<file path="src/rtl/count_disp_pkg.sv">
// Shared constants for the count display: active-low glyphs, glyph codes and scan slot indices.
package count_disp_pkg;

  // Active-low {g,f,e,d,c,b,a}
  localparam logic [6:0] SEG_0     = 7'h40;
  localparam logic [6:0] SEG_1     = 7'h79;
  localparam logic [6:0] SEG_2     = 7'h24;
  localparam logic [6:0] SEG_3     = 7'h30;
  localparam logic [6:0] SEG_4     = 7'h19;
  localparam logic [6:0] SEG_5     = 7'h12;
  localparam logic [6:0] SEG_6     = 7'h02;
  localparam logic [6:0] SEG_7     = 7'h78;
  localparam logic [6:0] SEG_8     = 7'h00;
  localparam logic [6:0] SEG_9     = 7'h10;
  localparam logic [6:0] SEG_U     = 7'h41;
  localparam logic [6:0] SEG_D     = 7'h21;
  localparam logic [6:0] SEG_BLANK = 7'h7F;

  // Glyph codes above the decimal digits
  localparam logic [3:0] CODE_U     = 4'd10;
  localparam logic [3:0] CODE_D     = 4'd11;
  localparam logic [3:0] CODE_BLANK = 4'd15;

  localparam int unsigned IDX_W = 2;
  localparam logic [IDX_W-1:0] IDX_ONES  = 2'd0;
  localparam logic [IDX_W-1:0] IDX_TENS  = 2'd1;
  localparam logic [IDX_W-1:0] IDX_BLANK = 2'd2;
  localparam logic [IDX_W-1:0] IDX_DIR   = 2'd3;

endpackage

</file>
<file path="src/rtl/seg7_glyph.sv">
// Combinational glyph code to active-low 7-segment pattern; unknown codes render blank.
module seg7_glyph
  import count_disp_pkg::*;
(
  input  logic [3:0] code,
  output logic [6:0] glyph
);

  always_comb begin
    glyph = SEG_BLANK;
    case (code)
      4'd0:    glyph = SEG_0;
      4'd1:    glyph = SEG_1;
      4'd2:    glyph = SEG_2;
      4'd3:    glyph = SEG_3;
      4'd4:    glyph = SEG_4;
      4'd5:    glyph = SEG_5;
      4'd6:    glyph = SEG_6;
      4'd7:    glyph = SEG_7;
      4'd8:    glyph = SEG_8;
      4'd9:    glyph = SEG_9;
      CODE_U:  glyph = SEG_U;
      CODE_D:  glyph = SEG_D;
      default: glyph = SEG_BLANK;
    endcase
  end

endmodule

</file>
<file path="src/rtl/count_display_mux.sv">
// Scans a 0..15 count plus direction glyph onto a 4-digit multiplexed 7-segment display,
// latching the inputs once per frame and blanking all anodes at the start of each slot.
module count_display_mux
  import count_disp_pkg::*;
#(
  parameter int unsigned DIGIT_CYCLES   = 50000,
  parameter int unsigned BLANK_CYCLES   = 16,
  parameter bit          SEG_ACTIVE_LOW = 1'b1,
  parameter bit          AN_ACTIVE_LOW  = 1'b1
) (
  input  logic       clk,
  input  logic       reset,
  input  logic [3:0] count,
  input  logic       up_down,
  output logic [6:0] seg,
  output logic       dp,
  output logic [3:0] an,
  output logic       frame_tick
);

  localparam int unsigned TICK_W = $clog2(DIGIT_CYCLES);
  localparam logic [TICK_W-1:0] TICK_LAST = TICK_W'(DIGIT_CYCLES - 1);
  localparam logic [TICK_W-1:0] BLANK_END = TICK_W'(BLANK_CYCLES);
  localparam logic [6:0] SEG_OFF = SEG_ACTIVE_LOW ? SEG_BLANK : ~SEG_BLANK;
  localparam logic [3:0] AN_OFF  = AN_ACTIVE_LOW ? 4'hF : 4'h0;

  logic [TICK_W-1:0] tick_q;
  logic [IDX_W-1:0]  idx_q;
  logic [3:0]        snap_count_q;
  logic              snap_dir_q;
  logic [6:0]        seg_q;
  logic [3:0]        an_q;

  logic       slot_end, snap_now, blanking;
  logic [3:0] code;
  logic [6:0] glyph;
  logic [6:0] seg_d;
  logic [3:0] an_d;

  assign slot_end = (tick_q == TICK_LAST);
  assign snap_now = slot_end && (idx_q == IDX_DIR);
  assign blanking = (tick_q < BLANK_END);

  always_comb begin
    code = CODE_BLANK;
    case (idx_q)
      IDX_ONES:  code = (snap_count_q >= 4'd10) ? snap_count_q - 4'd10 : snap_count_q;
      IDX_TENS:  code = (snap_count_q >= 4'd10) ? 4'd1 : CODE_BLANK;
      IDX_BLANK: code = CODE_BLANK;
      IDX_DIR:   code = snap_dir_q ? CODE_U : CODE_D;
      default:   code = CODE_BLANK;
    endcase
  end

  seg7_glyph u_glyph (
    .code  (code),
    .glyph (glyph)
  );

  // Build active-low patterns first, then flip for the configured board polarity.
  always_comb begin
    seg_d = blanking ? SEG_BLANK : glyph;
    an_d  = blanking ? 4'hF : ~(4'b0001 << idx_q);
    if (!SEG_ACTIVE_LOW) seg_d = ~seg_d;
    if (!AN_ACTIVE_LOW)  an_d  = ~an_d;
  end

  always_ff @(posedge clk) begin
    if (reset) begin
      tick_q       <= '0;
      idx_q        <= IDX_ONES;
      snap_count_q <= 4'd0;
      snap_dir_q   <= 1'b1;
      seg_q        <= SEG_OFF;
      an_q         <= AN_OFF;
    end else begin
      tick_q <= slot_end ? '0 : tick_q + 1'b1;
      if (slot_end) idx_q <= idx_q + 1'b1;
      if (snap_now) begin
        snap_count_q <= count;
        snap_dir_q   <= up_down;
      end
      seg_q <= seg_d;
      an_q  <= an_d;
    end
  end

  assign seg        = seg_q;
  assign an         = an_q;
  assign dp         = SEG_ACTIVE_LOW;
  assign frame_tick = snap_now;

endmodule

</file>
<file path="config.mk">
export PLATFORM = sky130hd
export DESIGN_NAME = count_display_mux
export DESIGN_NICKNAME = d
export VERILOG_FILES = /design/src/rtl/count_disp_pkg.sv /design/src/rtl/seg7_glyph.sv /design/src/rtl/count_display_mux.sv
export SDC_FILE = /design/constraint.sdc
export NUM_CORES = 1
export LEC_CHECK = 0
export ABC_AREA = 0
export ABC_CLOCK_PERIOD_IN_PS = 3450
export BUFFER_PORTS_ARGS = -buffer_cell sky130_fd_sc_hd__buf_2
export CORE_MARGIN = 5
export CORE_UTILIZATION = 25
export CTS_BUF_LIST = sky130_fd_sc_hd__clkbuf_2 sky130_fd_sc_hd__clkbuf_4 sky130_fd_sc_hd__clkbuf_8
export DETAILED_ROUTE_END_ITERATION = 10
export GPL_TIMING_DRIVEN = 0
export HOLD_SLACK_MARGIN = 0.15
export PLACE_DENSITY = 0.49
export SLEW_MARGIN = 20
export SYNTH_ARGS = -nofsm -noshare
export SYNTH_HDL_FRONTEND = slang
export SYNTH_SLANG_ARGS = --single-unit
</file>
<file path="constraint.sdc">
create_clock -name clk -period 3.45 [get_ports clk]
set_input_delay 0.69 -clock clk [delete_from_list [all_inputs] [get_ports clk]]
set_output_delay 0.69 -clock clk [all_outputs]
set_load 0.03 [all_outputs]
</file>
* Yosys cells after proc, flatten, opt, wreduce, memory -nomap -nowiden *
Memory sizes are Yosys's and may differ from the RTL's. A register that Yosys moved wholly into a read port is not among the register bits.
Cells that the tools add are included.

storage, ports and cells
  output and inout port bits = 13
  bits in read-only memories = 112
  input bits = 7
  register bits after elaboration = 27
  memories kept = 1

memory list
  name              words  bits a word  rd ports  clocked after Yosys merged registers in  write ports  RTL line          source
  (name not given)  16     7            1         1                                        0            seg7_glyph.sv:11  case (code)

operators by class
  shift-type cells = 1
  $add $sub $neg = 3
  magnitude comparators = 2
  reduce and logical (&&, ||, !) cells = 4
  eq/ne operators = 4
  mux-type cells = 4
  bitwise gates (word level) = 1

operators with widths
  operator                 count
  $add A16 B1 Y16 const B  1
  $eq A16 B16 Y1 const B   1
  $lt A16 B5 Y1 const B    1
  $pmux W4 S4              1
  $mux W4                  2
  $eq A2 B2 Y1 const B     2
  $ge A4 B4 Y1 const B     1
  $not A4 Y4               1
  $reduce_or A2 Y1         2
  $shl A1 B2 Y4 const A    1
  $sub A4 B4 Y4 const B    1
  $add A2 B1 Y2 const B    1
  $eq A2 B1 Y1 const B     1
  $logic_not A2 Y1         1
  $logic_and A1 B1 Y1      1
  $mux W1                  1

* Logic depth before layout (Yosys ltp) *
  depth in word-level cells = 3
  mapped depth = 10
  gate-level depth less buffers = 9

* By module *
From an unflattened synthesis, not the netlist that was laid out.

unflattened totals
  cells, all modules = 195
  area total of the unflattened synthesis = 1,717.9 µm²

modules (own cells, without submodules)
  module             area each (µm²)  cells each  times used
  count_display_mux  1,485.2          164         1
  seg7_glyph         232.7            31          1

* Worst setup path before layout *
Ideal clock, no wire load.

  path kind = register to register
  start point = register idx_q[0]
  end point = register seg_q[6], in the netlist seg[6]
  library setup time = 0.122 ns
  clock period less this slack = 2.193 ns
  required time = 3.328 ns
  cell stages (with the launch flop) = 11
  data arrival time = 2.071 ns
  path buffers = 1
  path slack = 1.257 ns
  cells stage by stage = dfxtp_1 -> inv_1 -> ha_1 -> clkbuf_1 -> mux2i_1 -> o22ai_1 -> a21oi_1 -> inv_1 -> ha_1 -> nor3_1 -> o31ai_1

on the way
  cells in the longest elaborated chain, start to end = 2
  elaborated cells on any way between the ends = 5

ends and longest elaborated chain
  element                                     RTL line                 source
  start, declared                             count_display_mux.sv:28  logic [IDX_W-1:0] idx_q;
  start signal, assigned                      count_display_mux.sv:78  if (slot_end) idx_q <= idx_q + 1'b1;
  $eq A2 B2 Y1, or another cell as far along  count_display_mux.sv:46  case (idx_q)
  $pmux W4 S4 *                               count_display_mux.sv:46
  end, declared                               count_display_mux.sv:31  logic [6:0] seg_q;

Mark *: on every way between the ends. The rest lies on a longest branch, timed or not.
A chain may end at the register's enable or synchronous reset.

* Worst setup path in the final report *
  start point = register tick_q[13]
  end point = output frame_tick

on the way
  cells in the longest elaborated chain, start to end = 2

ends and longest elaborated chain
  element                 RTL line                 source
  start, declared         count_display_mux.sv:27  logic [TICK_W-1:0] tick_q;
  start signal, assigned  count_display_mux.sv:77  tick_q <= slot_end ? '0 : tick_q + 1'b1;
  $eq A16 B16 Y1          count_display_mux.sv:40  assign slot_end = (tick_q == TICK_LAST);
  $logic_and A1 B1 Y1     count_display_mux.sv:41  assign snap_now = slot_end && (idx_q == IDX_DIR);
  end, declared           count_display_mux.sv:18  output logic frame_tick

No other way between the ends.

==> summary.md <==
| Metric | Value |
|---|---|
| Site Rows | 30 |
| RSZ-0062 raised after global routing | no |
| H-tree levels | 2 |
| Global-route wire length before repair | 5.92 mm |
| Type of the tightest min-delay check | reg -> reg |
| Worst path max stage delay | around 0.55 ns |
| HPWL reported at the end of detailed placement | 2.46 mm |
| Port buffer count | 17 |
| Async set or reset register ratio after synthesis | 0% |
| DRT antenna net count | 0 |
| Clk Latency, worst-skew pair | 0.28 ns |
| Die height | 92.1 µm |
| Peak VDD IR | 0.000110 V |
| Xor/xnor share of the synthesized area | under 10% |
| Number of DRC markers in iteration 0 | 64 |
| Largest family of logic cells by synthesized area | simple AND/OR/NAND/NOR gates |
| Grt ovf | 0 |
| Max frequency | 0.389 GHz |
| Endpoints failing setup | 0 |
| Crit path kind | reg -> out |
| Worst setup SP type | flip-flop |
| Compound-gate portion of the synthesized area | 8.54% |
| Post-cts resize count | 0 |
| Post-Syn Area | 1690 µm² |
| Avg Cell Area, Syn | 8.78 µm² |
| Synth Net Count | approximately 210 |
| Nets | 236 |
| EDFF count, synth | 0 |
| Hold-fix buffers, CTS | 0 |
| Die W | 92.1 µm |
| I/O pin count | 20 |
| Post-Synth Simple-Gate Area | 24.3% |
| Yosys top cell area share | slightly above 40% |
| Core area | 6680 µm² |
| CP Max Fanout | 4 |
| Filler cells | just over 700 |
| Vias in the first global route | 1,275 |
| Slowest cell on crit path | or4_4 |
| Worst slew pin tran | 0.617 ns |
| Area leader, netlist | dfxtp_1 |
| YS warnings | 0 |
| Synth Flop Type | dfxtp_1 |
| Mux share of post-synthesis cell area | under 10% |
| Synth cell types | 37 |
| Pin count of the biggest net entering global routing | 11 |
| Synth Area in Adders | 9.65% |
| DIE AREA | 8480 µm² |
| Initial Utilization | around a quarter |
| Max clock buf depth | 2 |
| Seq/Total Area, Yosys | a little over 40% |
| Cells along the critical path | or4_4 -> nor4_4 -> and4_2 -> buf_2 |
| Most common cell in the netlist | dfxtp_1 |
| Tcrit/Tclk final | 74.6% |
| ANT cells | 0 |
| Post-route DRC violation count | 0 |
| Final hold vios | 0 |
| CP Data Required Time | 2.76 ns |
| Fin. max-slew vios | 0 |
| Clock slew at reported path FFs | ~0.07 ns |
| Final core occ | between 20% and 30% |
| Routed via count | 1,287 |
| Final Skew | 0.00311 ns |
| # Max-Cap Violations | 0 |
| Number of buffers created by CTS | 5 |
| Antenna violations before repair | 0 |
| Setup crit end kind | output pin |
| Routed WL | 3.25 mm |
| Layout area overhead | 16.6% |
| Min Tclk post-route | 2.57 ns |
| Setup repair bufs after CTS | 0 |
| GP Congestion | 0.721 |
| Clock root cell | clkbuf_8 |
| Cell count after synthesis | 192 |
| Synth top area cells | dfxtp_1, ha_1, nor2_1 |
| Buf/Inv on CP | 1 |
| CTS tree | done |
| Routed WL per cell | 10.9 µm |
| Share of cells above drive strength 1 | between 10% and 20% |
| Clock sink total | 34 |
| PD cells | 367 nW/µm² |
| Leakage dissipation | 0.804 nW |
| Vias per Instance | 4.33 |
| Worst slew margin | 58.9% |
| Global-route usage over all layers | around 9% |
| Worst path arrival time | around 1.9 ns |
| Setup TNS | 0 ns |
| DR pass1 iterations | 4 |
| Yosys reg bits | 34 |
| Top delay family on crit path | simple AND/OR/NAND/NOR gates |
| Commonest cells post-synth | dfxtp_1, nor2_1, nand2_1, ha_1, nor3_1 |
| Result of the run | completed |
## registers in the layout, indices dropped and copies added (netlist names)
signal / flops
tick_q: 16
seg: 7
an: 4
snap_count_q: 4
idx_q: 2
snap_dir_q: 1
## area by class of cell
type	instances	area (µm²)	area share, %
Timing Repair Buffer	17	85.1	4.33
Clock inverter	1	5.00	0.255
Tap cell	80	100	5.09
Sequential cell	34	681	34.6
Clock buffer	7	90.1	4.58
Inverter	10	37.5	1.91
Buffer	6	37.5	1.91
Multi-Input combinational cell	142	930	47.3
## cell families (layout without fill, tap and decap cells)
group,after synthesis,in the layout
simple gates,83,83
flops,34,34
compound gates,22,22
xor+xnor,16,16
buf+inv,16,41
fa+ha+maj,13,13
mux,7,7
other cells,1,1
## power by group
group | total [mW] | switching [mW] | internal (mW)
Sequential | 0.398 | 0.00258 | 0.395
Clock | 0.307 | 0.139 | 0.169
Combinational | 0.0163 | 0.00931 | 0.00701
## per-stage QoR
step                      instance area (µm²)  power [mW]  worst slack [ns]  instances  hold WS [ns]
final                                    1970       0.722             0.876        297         0.469
after global placement                   1870       0.424             0.912        289         0.446
after detailed placement                 1870       0.424             0.896        289         0.460
after floorplan                          1690       0.418              1.26        192         0.429
after CTS                                1970       0.740             0.826        297         0.477
after global routing                     1970       0.759             0.645        297         0.505
## routing by layer
metal	wire length (µm)	global-route usage, %	vias to the layer above
met2	1510	13.9	22
met4	77	4.08	0
li1	-	-	695
met1	1520	10.4	562
met3	141	3.45	8
met5	0	0	-
## worst reg2reg max path: cells and delay by family, from the launching register on
family / cells / cell delay [ns]
DFF: 1 / 0.34
AOI/OAI and AO/OA: 3 / 0.59
buffers and inverters: 3 / 0.64
and+or+nand+nor: 1 / 0.19
adders and majority gates: 2 / 0.43
muxes: 1 / 0.23
## path summary, 6_finish.rpt
path,startpoint,end,slack [ns],cells past startpoint
worst max-delay path,tick_q[13],frame_tick,0.88,4
worst min register to register,tick_q[0],tick_q[0],0.47,1
worst max register to register,idx_q[0],seg[6],0.91,10
worst min-delay path,tick_q[0],tick_q[0],0.47,1
## layout by cell type, fill, tap and decap left out, types with 2 or more instances in the layout
cell and count:
nand4_1 2, xor2_1 6, dfxtp_1 34, inv_1 10, o21ai_0 7, xnor2_1 10
a21oi_1 2, buf_2 17, clkbuf_1 3, ha_1 13, clkbuf_8 6, a21o_1 2
buf_4 2, o31ai_1 2, nand3_1 9, a31oi_1 2, and3_1 2, a32oi_1 2
mux2i_1 7, nand2_1 16, nor3_1 12, nor2_1 32
Note: power is estimated with default switching activity, not from simulation.
